<file path="src/rtl/ifmap_pkg.sv">
// Shared constants and helpers for the ifmap skew feeder.
package ifmap_pkg;

  localparam int unsigned IFMAP_SKEW_LAT    = 2;
  localparam int unsigned IFMAP_COUNT_WIDTH = 16;

  typedef logic [IFMAP_COUNT_WIDTH-1:0] ifmap_cnt_t;

  // Cycles from ren_i to data appearing on the given array row.
  function automatic int unsigned skew_latency(input int unsigned row);
    return IFMAP_SKEW_LAT + row;
  endfunction

endpackage

</file>
<file path="src/rtl/skew_delay_line.sv">
// Fixed-depth delay line carrying one lane element plus its valid bit.
module skew_delay_line
  import ifmap_pkg::*;
#(
  parameter int unsigned DEPTH = 1,
  parameter int unsigned WIDTH = 16
) (
  input  logic             clk,
  input  logic             rst_n,
  input  logic             in_valid,
  input  logic [WIDTH-1:0] in_data,
  output logic             out_valid,
  output logic [WIDTH-1:0] out_data
);

  logic [DEPTH-1:0] valid_q;
  logic [WIDTH-1:0] data_q [DEPTH];

  // Data registers only load behind a valid bit, so idle stages hold their last element.
  always_ff @(posedge clk or negedge rst_n) begin
    if (!rst_n) begin
      valid_q <= '0;
      for (int i = 0; i < DEPTH; i++) data_q[i] <= '0;
    end else begin
      valid_q[0] <= in_valid;
      if (in_valid) data_q[0] <= in_data;
      for (int i = 1; i < DEPTH; i++) begin
        valid_q[i] <= valid_q[i-1];
        if (valid_q[i-1]) data_q[i] <= data_q[i-1];
      end
    end
  end

  assign out_valid = valid_q[DEPTH-1];
  assign out_data  = data_q[DEPTH-1];

endmodule

</file>
<file path="src/rtl/ifmap_skew_feeder.sv">
// Skews buffer read words onto systolic array rows and flags the end of each tile.
// Optional macro IFMAP_SKEW_ZERO_GATE_EN forces invalid lanes to zero.
module ifmap_skew_feeder
  import ifmap_pkg::*;
#(
  parameter int unsigned IFMAP_WIDTH  = 16,
  parameter int unsigned ARRAY_HEIGHT = 4,
  parameter int unsigned COUNT_WIDTH  = 16
) (
  input  logic                            clk,
  input  logic                            rst_n,
  input  logic                            ren_i,
  input  logic [IFMAP_WIDTH*ARRAY_HEIGHT-1:0] rdata_i,
  input  logic                            config_en,
  input  logic [COUNT_WIDTH-1:0]          config_data,
  output logic [IFMAP_WIDTH*ARRAY_HEIGHT-1:0] ifmap_o,
  output logic [ARRAY_HEIGHT-1:0]         ifmap_valid_o,
  output logic                            tile_done_o,
  output logic                            busy_o
);

  logic                   ren_q;
  logic                   last_q, last_d;
  logic [COUNT_WIDTH-1:0] cnt_q, cnt_d, cnt_inc;
  logic [COUNT_WIDTH-1:0] tile_reads_q, tile_reads_d;

  logic [ARRAY_HEIGHT-1:0] lane_valid;
  logic [IFMAP_WIDTH-1:0]  lane_data [ARRAY_HEIGHT];
  logic                    tag_valid;
  logic                    tag_data;

  assign cnt_inc = cnt_q + COUNT_WIDTH'(1);

  // A zero tile count disables tagging; the counter then wraps freely.
  always_comb begin
    cnt_d        = cnt_q;
    tile_reads_d = tile_reads_q;
    last_d       = 1'b0;
    if (config_en) begin
      tile_reads_d = config_data;
      cnt_d        = '0;
    end else if (ren_i) begin
      if ((tile_reads_q != '0) && (cnt_inc == tile_reads_q)) begin
        cnt_d  = '0;
        last_d = 1'b1;
      end else begin
        cnt_d = cnt_inc;
      end
    end
  end

  always_ff @(posedge clk or negedge rst_n) begin
    if (!rst_n) begin
      ren_q        <= 1'b0;
      last_q       <= 1'b0;
      cnt_q        <= '0;
      tile_reads_q <= '0;
    end else begin
      ren_q        <= ren_i;
      last_q       <= last_d;
      cnt_q        <= cnt_d;
      tile_reads_q <= tile_reads_d;
    end
  end

  for (genvar r = 0; r < ARRAY_HEIGHT; r++) begin : g_lane
    skew_delay_line #(
      .DEPTH(skew_latency(r) - IFMAP_SKEW_LAT + 1),
      .WIDTH(IFMAP_WIDTH)
    ) u_line (
      .clk      (clk),
      .rst_n    (rst_n),
      .in_valid (ren_q),
      .in_data  (rdata_i[r*IFMAP_WIDTH +: IFMAP_WIDTH]),
      .out_valid(lane_valid[r]),
      .out_data (lane_data[r])
    );
`ifdef IFMAP_SKEW_ZERO_GATE_EN
    assign ifmap_o[r*IFMAP_WIDTH +: IFMAP_WIDTH] = lane_valid[r] ? lane_data[r] : '0;
`else
    assign ifmap_o[r*IFMAP_WIDTH +: IFMAP_WIDTH] = lane_data[r];
`endif
  end

  // Last tag follows the bottom-row timing so tile_done lines up with its valid.
  skew_delay_line #(
    .DEPTH(ARRAY_HEIGHT),
    .WIDTH(1)
  ) u_tag (
    .clk      (clk),
    .rst_n    (rst_n),
    .in_valid (ren_q),
    .in_data  (last_q),
    .out_valid(tag_valid),
    .out_data (tag_data)
  );

  assign ifmap_valid_o = lane_valid;
  assign tile_done_o   = tag_valid & tag_data;
  // Every in-flight element is visible on exactly one row, so the row valids cover all lines.
  assign busy_o        = ren_q | (|lane_valid);

endmodule

</file>
<file path="config.mk">
export PLATFORM = sky130hd
export DESIGN_NAME = ifmap_skew_feeder
export DESIGN_NICKNAME = d
export VERILOG_FILES = /design/src/rtl/ifmap_pkg.sv /design/src/rtl/skew_delay_line.sv /design/src/rtl/ifmap_skew_feeder.sv
export SDC_FILE = /design/constraint.sdc
export NUM_CORES = 1
export LEC_CHECK = 0
export CAP_MARGIN = 20
export CORE_ASPECT_RATIO = 1.5
export CORE_MARGIN = 2
export CORE_UTILIZATION = 35
export DETAILED_ROUTE_END_ITERATION = 7
export DONT_BUFFER_PORTS = 1
export PLACE_DENSITY = 0.51
export SYNTH_ARGS = -nofsm -noshare
export SYNTH_HDL_FRONTEND = slang
export SYNTH_SLANG_ARGS = --single-unit
</file>
<file path="constraint.sdc">
create_clock -name clk -period 3 [get_ports clk]
set_input_delay 0.3 -clock clk [delete_from_list [all_inputs] [get_ports clk]]
set_output_delay 0.3 -clock clk [all_outputs]
set_load 0.01 [all_outputs]
</file>
==> flow_summary.ini <==
[clocking]
clk_latency_ns = 0.51
htree_levels = 1
cts_tree = built
root_buffer = clkbuf_16
clkSlewWorstSetupHoldPaths_ns = 0.06
cts-hold-fix-buffers = 82
postCtsSetupRepairBufs = 0
cts_sinks = 202
cts-buffers-inserted = 22
post_cts_resized = 0
clock_path_buffers = 3

[final_layout]
nFillCells = 2324
areaGrowthSynthToFinish_pct = 15.71
drive_gt1_share_pct = 35.91
fin_util_pct = 41.10
nNetsFinal = 743
finalNonFillerCells = 1002
antenna_cells = 0
design_area_mm2 = 0.01026

[setup_path]
cp_num_buf_inv = 0
r2r_slack_ns = 0.27
arrival_ns = 3.10
critPathRequiredTime_ns = 3.37
critical-path-slowest-cell = and3b_1
criticalPathCategory = reg2reg
max_stage_delay_ns = 0.65
worstPathMaxFanout = 16
crit_chain = ha_1 -> nand3_1 -> nor4_1 -> xnor2_1 -> nor2_1 -> and3b_1 -> a32o_1 -> o21ai_0
cp-start-kind = register
cp-end-kind = register
critPathTopFamily = simple AND/OR/NAND/NOR gates

[logic_synthesis]
synth_top_area_share_pct = 57.01
yosys-top-cells-area = dfrtp_1, mux2_2, buf_4
synth_seq_cells = 202
seq_area_frac_synth_pct = 57.01
synth_cell_types = 51
synth_nets = 722
yosysWarnings = 0
synth_edf_count = 0
yosys.area.top_type = dfrtp_1
syn_avg_cell_area_um2 = 13.92
synthCells = 637
synth_area_mm2 = 0.008866
async_flop_share_pct = 100.0
ys.flop_type = dfrtp_1

[placed_design]
post-place-ws_ns = 0.2989
dp_hpwl_mm = 10.78
io_buffers = 0
gp_congestion = 0.8605
placedCellCount = 880
placed_area_mm2 = 0.008707

[global_route]
grt_pass1_vias = 5601
grt.total_usage_pct = 13.68
antenna_found_initial = 0
grt_pass1_wl_mm = 29.25
gr-total-overflow = 0
grt_max_degree = 203

[power]
power_density_mw_per_mm2 = 644.7
power.leakage_nw = 4.138
report.power.total_mw = 6.614
switchingPower_mw = 1.564
max-vdd-ir-drop_mv = 0.3577
internal_power_mw = 5.050
clkPwrFrac_pct = 40.0
p_comb_share_pct = 8.5
seq_power_share_pct = 51.5
switching_share_pct = 23.64

[route]
initialDrtViolationCount = 147
avgViaCountPerCell = 4.979
detail_route.wl_per_cell_um = 17.81
drtAntennaViolNets = 0
drc_errors = 0
drt_pass1_iterations = 4
vias = 4989
drt-total-wl_mm = 17.85

[job]
cap_violations = 0

[status]
failed_checks = hold timing
status = finished, violations left

[timing]
tns_ns = 0
rsz0062_at_grt = false
relSlewSlack_pct = 33.95
holdWs_ns = -0.5109
hold_viol_final = 202
maxSlewViolCount = 0
timing.fmax_ghz = 0.3662
fin_crit_sh_pct = 91.01
fin_skew_ns = 0.009118
setup_viol = 0
finalWorstSetupSlack_ns = 0.2696
tightest_slew_ns = 0.9908
period_minus_slack_ns = 2.730

[floorplanning]
dieArea_mm2 = 0.02665
dieWidth_um = 134.0
coreArea_mm2 = 0.02496
initial_core_util_pct = 35.52
rows = 71
ios = 154
die_h_um = 198.9

[min_path]
hold_class = in2async
-- area by class of cell --
type | count | area (µm²) | share of cell area (%)
sequential | 202 | 5061 | 49.34
timing repair buffer | 86 | 873.3 | 8.513
multi-input combinational | 343 | 3182 | 31.02
inverter | 3 | 11.26 | 0.1098
tap | 328 | 410.4 | 4.000
clock inverter | 4 | 26.28 | 0.2561
clock buffer | 36 | 694.4 | 6.769
-- kinds of logic after synthesis --
logic type / after synthesis / share of synthesized area [%]
and+or+nand+nor: 98 / 7.141
muxes: 179 / 22.73
DFF: 202 / 57.01
adders and majority gates: 1 / 0.1411
AOI/OAI and AO/OA: 43 / 3.697
xor gates and xnor gates: 22 / 2.173
buffers and inverters: 92 / 7.098
-- power by group through the flow --
stage | Combinational [mW] | Sequential, mW | Clock [mW]
after floorplan | 0.714 | 3.26 | 0
after global placement | 0.448 | 3.45 | 0
after detailed placement | 0.468 | 3.47 | 0
after CTS | 0.567 | 3.42 | 2.75
after global routing | 0.618 | 3.47 | 2.85
final | 0.561 | 3.41 | 2.65
-- placed cells by master (no fill, tap or decap), drive strengths merged, types with 2 or more instances in the layout --
cell type and n:
or3 2, nor2 7, nand3b 10, inv 3, a311o 2, mux2 179
a21oi 3, nand2 26, xnor2 15, a31o 2, nor3 4, clkinv 3
and3b 2, buf 5, nand4b 2, o21ai 16, or4 10, dlygate4sd3 81
dfrtp 202, nor4 6, clkbuf 36, a211oi 3, xor2 7, or3b 4
nand3 8, or4b 5, nand2b 3, nand4 4, or2 2, a32o 14
-- worst paths after layout --
path / from / cells past startpoint / end
hold / removal: rst_n / 0 / g_lane[2].u_line.data_q[42]
min in group clk: config_en / 2 / cnt_q[0]
setup reg to reg: cnt_q[0] / 8 / cnt_q[8]
max in group asynchronous: rst_n / 0 / g_lane[0].u_line.out_data[14]
hold reg to reg: last_q / 1 / u_tag.data_q[3]
setup / recovery: cnt_q[0] / 8 / cnt_q[8]
-- registers in the layout (all words and copies together) (netlist names) --
signal	cells
u_tag.out_data	1
last_q	1
g_lane.u_line.valid_q	1
u_tag.valid_q	3
cnt_q	16
tile_reads_q	16
g_lane.u_line.out_data	64
ren_q	1
g_lane.u_line.data_q	96
u_tag.data_q	3
-- routing by layer --
layer	part of all wire, %	GRT usage (%)
met1	39	15.21
met2	53	25.07
met3	5.0	2.574
met4	3.2	6.344
met5	0	0
-- worst reg2reg max path: cells and delay by family (launching register included) --
kind                     cells  cell delay (ns)
AO/OA/AOI/OAI                2             0.36
AND/OR/NAND/NOR              4             1.39
adder cells (fa/ha/maj)      1             0.27
flip-flops                   1             0.45
XOR/XNOR                     1             0.12
-- Yosys cell counts (all sizes together) (2+ instances only) --
library cell  number
nor2               7
xnor2             15
nor4               6
and3b              2
nand2b             3
buf               68
or4               10
a31o               2
nand2             26
or2                2
dfrtp            202
inv                3
a32o              14
or3b               4
nand4              4
xor2               7
a311o              2
nand4b             2
clkbuf            20
or3                2
mux2             179
nand3              8
nor3               4
or4b               5
a211oi             3
a21oi              3
o21ai             16
nand3b            10
(Power assumes the default switching activity.)
